[src/rtl/midterm_demux_capture.sv]
// Receiving end of the three-source channel mux: captures the shared bus word
// into registered C/K/F channels with valid/ack handshake and overflow flags.
module midterm_demux_capture #(
    parameter int WIDTH      = 4,
    parameter bit STICKY_OVF = 1'b1
) (
    input  logic             clk,
    input  logic             rst_n,
    input  logic [WIDTH-1:0] z,
    input  logic [1:0]       sel,
    input  logic             load,
    input  logic             auto,
    input  logic [2:0]       ack,
    output logic [WIDTH-1:0] C,
    output logic [WIDTH-1:0] K,
    output logic [WIDTH-1:0] F,
    output logic [2:0]       valid,
    output logic [2:0]       ovf,
    output logic             bad_sel,
    output logic [1:0]       next_sel
);

    typedef enum logic [1:0] {
        SEL_C   = 2'b00,
        SEL_K   = 2'b01,
        SEL_F   = 2'b10,
        SEL_RSV = 2'b11
    } sel_e;

    logic [WIDTH-1:0] r_data [3];
    logic [2:0]       r_valid;
    logic [2:0]       r_ovf;
    logic             r_bad_sel;
    logic [1:0]       r_ptr;

    sel_e             w_eff;
    logic [2:0]       w_hit;
    logic [1:0]       w_ptr_nxt;

    // NOTE: every signal assigned in always_comb gets a default first so no latch is inferred.
    always_comb begin
        w_eff     = sel_e'(auto ? r_ptr : sel);
        w_hit     = 3'b000;
        w_ptr_nxt = (r_ptr == SEL_F) ? SEL_C : r_ptr + 2'd1;
        if (load) begin
            unique case (w_eff)
                SEL_C:   w_hit[0] = 1'b1;
                SEL_K:   w_hit[1] = 1'b1;
                SEL_F:   w_hit[2] = 1'b1;
                default: w_hit    = 3'b000;
            endcase
        end
    end

    // NOTE: sequential state uses non-blocking assignments only; the channel
    // registers are few enough that every one of them is reset.
    always_ff @(posedge clk or negedge rst_n) begin
        if (!rst_n) begin
            for (int i = 0; i < 3; i++) begin
                r_data[i] <= '0;
            end
            r_valid   <= 3'b000;
            r_ovf     <= 3'b000;
            r_bad_sel <= 1'b0;
            r_ptr     <= SEL_C;
        end else begin
            for (int i = 0; i < 3; i++) begin
                if (w_hit[i]) begin
                    // A same-cycle ack consumes the old word, so only an unacked overwrite is an overflow.
                    r_data[i]  <= z;
                    r_valid[i] <= 1'b1;
                    if (r_valid[i] && !ack[i]) begin
                        r_ovf[i] <= 1'b1;
                    end
                end else if (ack[i] && r_valid[i]) begin
                    r_valid[i] <= 1'b0;
                    if (!STICKY_OVF) begin
                        r_ovf[i] <= 1'b0;
                    end
                end
            end
            r_bad_sel <= load && (w_eff == SEL_RSV);
            if (load && auto) begin
                r_ptr <= w_ptr_nxt;
            end
        end
    end

    assign C        = r_data[0];
    assign K        = r_data[1];
    assign F        = r_data[2];
    assign valid    = r_valid;
    assign ovf      = r_ovf;
    assign bad_sel  = r_bad_sel;
    assign next_sel = r_ptr;

endmodule

[config.mk]
export PLATFORM = sky130hd
export DESIGN_NAME = midterm_demux_capture
export DESIGN_NICKNAME = d
export VERILOG_FILES = /design/src/rtl/midterm_demux_capture.sv
export SDC_FILE = /design/constraint.sdc
export NUM_CORES = 1
export LEC_CHECK = 0
export CAP_MARGIN = 0
export CORE_MARGIN = 2
export CORE_UTILIZATION = 38
export CTS_CLUSTER_SIZE = 25
export DETAILED_ROUTE_END_ITERATION = 10
export MAX_ROUTING_LAYER = met4
export PLACE_DENSITY = 0.73
export RECOVER_POWER = 100
export SLEW_MARGIN = 15
export SYNTH_ARGS = -nofsm -noshare
export SYNTH_HDL_FRONTEND = slang
export SYNTH_SLANG_ARGS = --single-unit
[constraint.sdc]
create_clock -name clk -period 1.35 [get_ports clk]
set_input_delay 0.27 -clock clk [delete_from_list [all_inputs] [get_ports clk]]
set_output_delay 0.27 -clock clk [all_outputs]
set_load 0.005 [all_outputs]
==> summary.txt, run 1 <==
Placed design
  – Placed Cells: roughly 130
  – DPL Wire Length: between 1000 and 1500 um
  – Dpl ws: -0.4701 ns
  – GP Congestion: 0.7481
  – # port buffers: 33

Clock tree
  – CTS root buf: clkbuf_4
  – CTS tree: done
  – Num CTS Buffers: 3
  – Clock buffer depth: 2
  – CTS Sinks: 21
  – Clk pin slew, worst setup/hold paths: ~0.11 ns
  – # hold bufs at CTS: 0
  – Clock H-tree levels: 1
  – Worst-Skew Late Latency: ~0.31 ns

Worst setup path
  – Crit path kind: flop to flop
  – CP endpoint kind: flop
  – CP Launch Type: flop
  – Setup slack, reg-to-reg: -0.03 ns
  – Crit path DAT: between 1.5 and 2 ns
  – Reg-to-Reg End: F[3]
  – Reg2Reg Depth: 3
  – CP required: around 1.6 ns
  – Worst r2r src: next_sel[1]
  – Largest fanout on the critical path: 5

Global route
  – Largest net degree at the start of global routing: 22
  – GRT overflow: 0
  – Tot GR Track Use: a little under a fifth
  – GRT Max-Usage Layer: met2
  – Grt met1 use: a little under a quarter
  – Met3 usage: 5.932%
  – First-pass GRT wire length: ~3500 um
  – Met2 GRT Util: 28.13%
  – Vias in the first global route: 758
  – Initial antenna violation count: 0

Run status
  – Outcome: finished with violations
  – Failing checks: negative setup slack

Timing
  – Final TNS setup: -0.2356 ns
  – Final WS setup: -0.03033 ns
  – Hold WS: 0.4401 ns
  – Max Fclk: 724.5 MHz
  – Setup violators final: 12
  – Final hold vios: 0
  – Setup Skew: 0.005916 ns
  – Slew Limit Fails: 0
  – Max_slew headroom: between 60% and 70%
  – Fin crit period: about 1.4 ns
  – Worst-margin pin slew: 0.5034 ns
  – Final period utilization: 102.2%
  – RSZ-0062 raised after global routing: true

Cells and area
  – Most common cell after layout, fill and taps aside: dlygate4sd2_1
  – # nets final: between 100 and 150
  – Commonest non-fill, non-tap cells in the layout: dlygate4sd2_1 (21), dfrtp_1 (20), mux2_4 (12), buf_4 (10), clkdlybuf4s50_1 (9)
  – Fin util: between 60% and 70%
  – Layout Cells excl Fill: about 140
  – ANT cells: 0
  – Layout cell share with drive strength beyond 1: 42.34%
  – Area grow syn2layout: 55.69%

Routing
  – Drt wl/cell: approximately 14 um
  – Final ANT Viol Nets: 0
  – WL final: 2006 um
  – DRT iter0 DRCs: 7
  – Drc violations: 0
  – Via count: 672
  – DR pass1 iterations: 4
  – Drt via density: about 4.8

Pwr
  – Int Power: roughly 1.8 mW
  – Leak: ~0.72 nW
  – Psw: approximately 0.68 mW
  – Seq pwr share: between 40% and 50%
  – Clock power share: about 12%
  – VDD IR max: 0.001374 V
  – Combinational power share: 45.2%
  – Pwr dens: between 1500 and 2000 mW/mm^2
  – Sw Ratio: approximately 28%

Floorplan
  – Core ar.: 0.002233 sq mm
  – Core Rows: 17
  – Die Wd: approximately 53 um
  – Initial Util: between 40% and 50%
  – I/O pin count: 34
  – Die ar.: between 0.002 and 0.003 sq mm
  – Chip Height: between 50 and 60 um

Synth
  – Syn avg cell area: 16.29 sq um
  – Synth cell types: 14
  – Cells after Synth: 56
  – Synth warnings: 0
  – Synth Cell Area: just over 900 sq um
  – Syn Nets: just under 70
  – Largest cells by area after synthesis: dfrtp_1 (58%), mux2_4 (20%), a21oi_4 (3.6%), and4b_4 (3.0%), o21bai_1 (2.5%)
  – Yosys top cell area share: 57.61%
  – Seq/Total Area, Yosys: between 50 and 60%
  – #FFs+latches synth: 21
  – Post-synth top area cell: dfrtp_1

Min path
  – Min-delay worst type: input port to async pin

Flow run
  – Max cap viols: 0
power groups by stage:
stage / Combinational [mW] / Sequential, mW / Clock (mW)
2_1_floorplan: 0.408 / 1.06 / 0
3_3_place_gp: 1.11 / 1.05 / 0
3_5_place_dp: 1.14 / 1.06 / 0
4_1_cts: 1.16 / 1.02 / 0.311
5_1_grt: 1.19 / 1.08 / 0.342
6_report: 1.10 / 1.04 / 0.294
metrics by stage:
stage | instance area, sq um | power, mW
after floorplan | 912.1 | 1.472
after global routing | 1420 | 2.610
after global placement | 1350 | 2.165
after CTS | 1421 | 2.491
after detailed placement | 1350 | 2.206
final | 1420 | 2.432
registers in the layout, indices dropped and copies added, names as in the netlist:
register,cells
C,4
valid,3
next_sel,2
bad_sel,1
ovf,3
K,4
F,4
area by class of cell:
| cell class | count | area, sq um |
|---|---|---|
| Timing Repair Buffer | 51 | 439.2 |
| Tap cell | 28 | 35.03 |
| Multi-Input combinational cell | 35 | 391.6 |
| Fill cell | 199 | 813.3 |
| Clock inverter | 1 | 5.005 |
| Sequential cell | 21 | 526.8 |
| Clock buffer | 3 | 22.52 |
routing by layer:
metal  vias to the layer above  wire length (um)
li1                        313                 -
met1                       327               855
met2                        26               983
met3                         6               113
met4                         0                55
met5                         -                 0
cells in the mapped netlist:
cell / instances
dfrtp_1: 21
nor2b_1: 2
a21o_1: 2
nand2_1: 4
and4bb_4: 1
mux2_4: 12
nor2_2: 1
o21bai_1: 3
a31oi_4: 1
a32oi_1: 1
and2b_4: 1
and4b_4: 2
nand2b_1: 3
a21oi_4: 2
how the worst max path moves through the flow:
stage                      from  slack [ns]  endpoint  cells past startpoint
CTS                 next_sel[1]       -0.08      F[3]                      4
global placement           auto       -0.42      C[3]                      4
floorplan           next_sel[1]        0.04      F[0]                      3
global route        next_sel[1]       -0.08      F[3]                      3
detailed placement         auto       -0.47      C[1]                      4
finish              next_sel[1]       -0.03      F[3]                      3
critical path, cell delays in order, from the launching register on:
cell and delay, ns:
dfrtp_2 0.45, and4b_4 0.22, a31oi_4 0.28, mux2_4 0.33
repair_timing:
action / 4_1_cts / 5_1_grt
buffers inserted: 11 / 2
pin swaps: 1 / 3
gates resized for setup: 27 / 9
endpoints found under the setup margin: 35 / 20
cell families after synthesis:
family          Yosys count  synth area share [%]
compound gates            9                 10.97
mux                      12                 19.75
flops                    21                 57.61
simple gates             14                 11.66
No activity file was read; power rests on OpenSTA's default activity.
==> inputs of run 2 (changes only) <==
- CORE_UTILIZATION: 38 -> 35
- PLACE_DENSITY: 0.73 -> 0.66
- clock period: 1.35 -> 1.55 ns (I/O delays scaled with it)
==> run 2 against run 1 <==
Effect of this change:
- utilization fell by 10 points
- count of clock-buffer cells in the layout rose by 1
- the run now ends clean
- via count fell by 8.3%
- register-to-register slack improved by 0.10 ns
- die area rose by 7.9%
- clock skew barely moved
- highest routed layer unchanged
- final area fell by 6.6%
- combinational power fell by 20%
- global-route usage fell by 5.6 points
- first-iteration DRC count fell by 57%
==> summary.txt, run 2 (same netlist as run 1, synthesis figures left out) <==
Clock tree
  – Clk pin slew, worst setup/hold paths: 0.11 ns (about the same)
  – CTS Sinks: 21 (unchanged)
  – Clock buffer depth: 2 (unchanged)
  – # hold bufs at CTS: 0 (unchanged)
  – CTS root buf: clkbuf_4
  – Num CTS Buffers: 3 (unchanged)
  – Clock H-tree levels: 1 (unchanged)
  – Worst-Skew Late Latency: 0.30 ns (about the same)
  – CTS tree: done

Worst setup path
  – Worst Path Buf+Inv: 1 (+1)
  – Largest fanout on the critical path: 2 (-3)
  – CP peak stage delay: 0.50 ns (+0.05 ns)
  – CP endpoint kind: primary output
  – CP required: 1.24 ns (-0.31 ns)
  – Cell Chain, Critical Path: clkdlybuf4s50_1
  – Crit path DAT: 1.18 ns (-0.40 ns)
  – CP Launch Type: flop
  – Crit path kind: flop to primary output
  – CP top delay family: buffers and inverters
  – Slowest CP cell: clkdlybuf4s50_1

Floorplan
  – Die Wd: 55.05 um (+3.9%)
  – Core ar.: 0.002477 sq mm (+11%)
  – Core Rows: 18 (+1)
  – I/O pin count: 34 (unchanged)
  – Chip Height: 55.05 um (+3.9%)
  – Die ar.: 0.003031 sq mm (+7.9%)
  – Initial Util: 36.82% (-4.0 points)

Timing
  – Hold WS: 0.4919 ns (+0.05178 ns)
  – Final period utilization: a little over nine tenths
  – Slew Limit Fails: 0 (unchanged)
  – Final WS setup: 0.05871 ns (+0.08904 ns)
  – RSZ-0062 raised after global routing: false
  – Max_slew headroom: 66.12% (-0.32 points)
  – Worst-margin pin slew: 0.5082 ns (+0.004755 ns)
  – Setup Skew: 0.005678 ns (-0.0002379 ns)
  – Setup violators final: 0 (-12)
  – Final TNS setup: 0 ns (+0.2356 ns)
  – Final hold vios: 0 (unchanged)
  – Fin crit period: around 1.5 ns
  – Max Fclk: around 670 MHz

Min path
  – Min-delay worst type: flop to flop

Placed design
  – GP Congestion: 0.6626 (-11%)
  – DPL Wire Length: 1358 um (-8.7%)
  – Dpl ws: -0.2710 ns (+0.1991 ns)
  – Placed Area: 0.001318 sq mm (-2.4%)
  – Placed Cells: 124 (-0.80%)
  – # port buffers: 33 (unchanged)

Pwr
  – Final Power: 2.018 mW (-17%)
  – VDD IR max: 0.0008156 V (-41%)
  – Pwr dens: 1521 mW/mm^2 (-11%)
  – Leak: 0.5675 nW (-21%)

Cells and area
  – # nets final: 116 (-7.2%)
  – Most common cell after layout, fill and taps aside: clkdlybuf4s50_1
  – ANT cells: 0 (unchanged)
  – Layout Cells excl Fill: 132 (-5.0%)
  – Layout cell share with drive strength beyond 1: 19.61% (-23 points)
  – Commonest non-fill, non-tap cells in the layout: clkdlybuf4s50_1 (31), dfrtp_1 (21), mux2_1 (12), buf_4 (6), clkbuf_4 (5)
  – Fin util: 53.54% (-10 points)
  – Area grow syn2layout: 45.40%
  – Final instance area: 0.001326 sq mm (-6.6%)

Global route
  – Initial antenna violation count: 0 (unchanged)
  – Vias in the first global route: 567 (-25%)
  – Tot GR Track Use: 12.67% (-5.6 points)
  – First-pass GRT wire length: 2601 um (-26%)
  – Largest net degree at the start of global routing: 22 (unchanged)
  – GRT overflow: 0 (unchanged)

Routing
  – WL final: 1773 um (-12%)
  – Drt via density: 4.667 (-3.5%)
  – Drc violations: 0 (unchanged)
  – Drt wl/cell: 13.43 um (-6.9%)
  – DR pass1 iterations: 4 (unchanged)
  – DRT iter0 DRCs: 3 (-4)
  – Final ANT Viol Nets: 0 (unchanged)
  – Via count: 616 (-8.3%)

Flow run
  – Max cap viols: 0 (unchanged)

Run status
  – Outcome: complete, no violations
run 2: cell count changes in the layout (fill, tap and decap cells not counted), sizes merged:
cell / change
buf: -8
clkbuf: -2
clkdlybuf4s25: +1
clkdlybuf4s50: +22
clkinv: -1
dlygate4sd2: -21
run 2: layer usage:
| layer | GRT usage, % | vias to the layer above | wire length (um) |
|---|---|---|---|
| li1 | - | 298 | - |
| met1 | 16.81 | 294 | 794 |
| met2 | 19.25 | 22 | 844 |
| met3 | 2.419 | 2 | 127 |
| met4 | 4.878 | 0 | 6 |
| met5 | - | - | 0 |
run 2: path summary, 6_finish.rpt:
path | cells after the start | slack, ns | startpoint | to
setup / recovery | 1 | 0.06 | C[3] | C[3]
hold reg to reg | 1 | 0.49 | ovf[1] | ovf[1]
hold / removal | 1 | 0.49 | ovf[1] | ovf[1]
setup reg to reg | 4 | 0.07 | next_sel[1] | F[3]
max in group asynchronous | 2 | 0.70 | rst_n | ovf[0]
min in group asynchronous | 2 | 0.51 | rst_n | K[0]
run 2: repair_timing:
action / CTS / global route
endpoints found under the setup margin: 2 / 3
resized for setup: 0 / 1
pin swaps: 0 / 0
setup buffers: 2 / 2
run 2: area by class of cell:
cell class	count	area [sq um]
Fill cell	234	1151
Tap cell	30	37.54
Timing Repair Buffer	42	395.4
Sequential cell	21	525.5
Multi-Input combinational cell	35	341.6
Clock buffer	4	26.28
run 2: power by group:
group	internal [mW]	leakage, nW	total, mW	switching, mW
combinational	0.613	0.300	0.875	0.262
sequential	0.772	0.253	0.889	0.118
clock	0.100	0.0150	0.253	0.153
total	1.49	0.568	2.02	0.532
==> inputs of run 3 (changes only) <==
- CORE_MARGIN: 2 -> 4
- CTS_BUF_LIST: unset -> sky130_fd_sc_hd__clkbuf_4
- GPL_TIMING_DRIVEN: unset -> 0
==> run 3 against run 2 <==
Effect of this change:
- critical path depth stayed put
- largest cell class unchanged
- flip-flop and latch count stayed put
- clock skew is 0.0028 ns lower
- sequential power is 0.4% higher
- critical endpoint is now F[1]
- register-to-register slack better by 0.02 ns
- sequential share of layout area is 1.5 points lower
- utilization is 2.2 points higher
- maximum frequency is 0.40% lower
- final cell count is 3.0% higher
- die area is 15% higher
- global-route usage is 0.69 points higher
- routed wire length is 16% higher
==> summary.txt, run 3 (same netlist as run 1, synthesis figures left out) <==
Clock tree
  – CTS Sinks: 21 (unchanged)
  – CTS root buf: clkbuf_4
  – Clk pin slew, worst setup/hold paths: 0.13 ns (+0.02 ns)
  – CTS tree: done
  – Clock H-tree levels: 1 (unchanged)
  – Clock buffer depth: 2 (unchanged)
  – Num CTS Buffers: 3 (unchanged)
  – Worst-Skew Late Latency: 0.30 ns (about the same)

Timing
  – Setup Skew: 0.002858 ns (-0.002820 ns)
  – Max Fclk: 667.9 MHz (-0.40%)
  – Fin crit period: 1.497 ns (+0.006013 ns)
  – Final hold vios: 0 (unchanged)
  – Final period utilization: 96.60% (+0.39 points)
  – Worst-margin pin slew: 0.9451 ns (+0.4369 ns)
  – Slew Limit Fails: 0 (unchanged)
  – Setup violators final: 0 (unchanged)
  – Max_slew headroom: 36.78% (-29 points)

Worst setup path
  – CP peak stage delay: 0.51 ns (about the same)
  – Crit path DAT: 1.19 ns (about the same)
  – Cell Chain, Critical Path: clkdlybuf4s50_1
  – CP required: 1.24 ns (about the same)
  – Slowest CP cell: clkdlybuf4s50_1
  – Worst Path Buf+Inv: 1 (unchanged)
  – CP Launch Type: flop
  – CP endpoint kind: primary output
  – CP top delay family: buffers and inverters
  – Largest fanout on the critical path: 2 (unchanged)
  – Crit path kind: flop to primary output

Global route
  – Vias in the first global route: 689 (+22%)
  – First-pass GRT wire length: 3332 um (+28%)
  – Largest net degree at the start of global routing: 22 (unchanged)
  – GRT overflow: 0 (unchanged)
  – Initial antenna violation count: 0 (unchanged)
  – Tot GR Track Use: 13.36% (+0.69 points)

Cells and area
  – Area grow syn2layout: 51.30%
  – Fin util: 55.71% (+2.2 points)
  – Commonest non-fill, non-tap cells in the layout: clkdlybuf4s50_1 (28), dfrtp_1 (21), buf_4 (12), mux2_1 (8)
  – Layout cell share with drive strength beyond 1: 27.36% (+7.8 points)
  – Most common cell after layout, fill and taps aside: clkdlybuf4s50_1
  – ANT cells: 0 (unchanged)
  – # nets final: 120 (+3.4%)
  – Layout Cells excl Fill: 136 (+3.0%)

Floorplan
  – Core Rows: 18 (unchanged)
  – Initial Util: 36.82% (unchanged)
  – Core ar.: 0.002477 sq mm (unchanged)
  – Chip Height: 59.05 um (+7.3%)
  – Die Wd: 59.05 um (+7.3%)
  – I/O pin count: 34 (unchanged)
  – Die ar.: 0.003487 sq mm (+15%)

Run status
  – Outcome: complete, no violations

Min path
  – Min-delay worst type: input port to flop

Routing
  – DRT iter0 DRCs: 6 (+3)
  – Final ANT Viol Nets: 0 (unchanged)
  – Drt wl/cell: 15.12 um (+13%)
  – Drt via density: 4.750 (+1.8%)
  – Via count: 646 (+4.9%)
  – WL final: 2056 um (+16%)
  – DR pass1 iterations: 4 (unchanged)
  – Drc violations: 0 (unchanged)

Pwr
  – Leak: 0.6169 nW (+8.7%)
  – Pwr dens: 1598 mW/mm^2 (+5.1%)
  – Final Power: 2.206 mW (+9.3%)
  – VDD IR max: 0.0009095 V (+12%)

Placed design
  – GP Congestion: 0.6884 (+3.9%)
  – # port buffers: 33 (unchanged)
  – Placed Cells: 119 (-4.0%)
  – DPL Wire Length: 1436 um (+5.7%)

Flow run
  – Max cap viols: 0 (unchanged)
[run 3: changes by cell type in the layout (fill, tap and decap cells not counted)]
cell	before	now
mux2_1	12	8
clkdlybuf4s25_1	1	3
dlymetal6s2s_1	0	1
clkbuf_1	1	0
clkinvlp_4	0	1
clkbuf_4	5	4
mux2_4	0	4
clkdlybuf4s50_1	31	28
buf_4	6	12
clkbuf_2	1	0
[run 3: final cells by class]
type	count	area, sq um
clock inverter	1	7.507
clock buffer	3	22.52
sequential	21	525.5
fill	239	1097
timing repair buffer	46	430.4
multi-input combinational	35	356.6
tap	30	37.54
[run 3: what timing repair did]
action | 4_1_cts | 5_1_grt
resized for setup | 0 | 4
setup endpoints to repair | 6 | 19
setup buffers | 3 | 10
hold buffers | 0 | 0
[run 3: final timing paths]
| kind | from | to | slack (ns) | cells after the start |
|---|---|---|---|---|
| hold / removal | load | bad_sel | 0.40 | 2 |
| min in group asynchronous | rst_n | F[3] | 0.58 | 1 |
| hold reg to reg | ovf[0] | ovf[0] | 0.49 | 1 |
| setup reg to reg | next_sel[1] | F[2] | 0.09 | 4 |
| max in group asynchronous | rst_n | valid[0] | 0.40 | 1 |
| setup / recovery | F[1] | F[1] | 0.05 | 1 |
[run 3: where the power goes]
part           internal (mW)  switching [mW]
clock                 0.0981           0.177
sequential             0.771           0.121
combinational          0.737           0.301
[run 3: metrics by stage]
stage                     hold WS [ns]  worst slack (ns)  instance area (sq um)  setup TNS, ns
after floorplan                0.01441            0.2403                  912.1              0
after global placement          0.4598           -0.3382                   1280         -4.465
after detailed placement        0.4646           -0.3551                   1280         -4.586
after CTS                       0.4984           0.01318                   1333              0
after global routing            0.4101         -0.006666                   1380      -0.006666
final                           0.4019           0.05270                   1380              0
[run 3: per-layer routing]
layer | track usage [%] | up-vias | share of wire [%]
li1 | - | 302 | -
met1 | 16.04 | 319 | 40
met2 | 22.08 | 21 | 52
met3 | 2.179 | 4 | 5.4
met4 | 5.825 | 0 | 1.7
met5 | - | - | 0
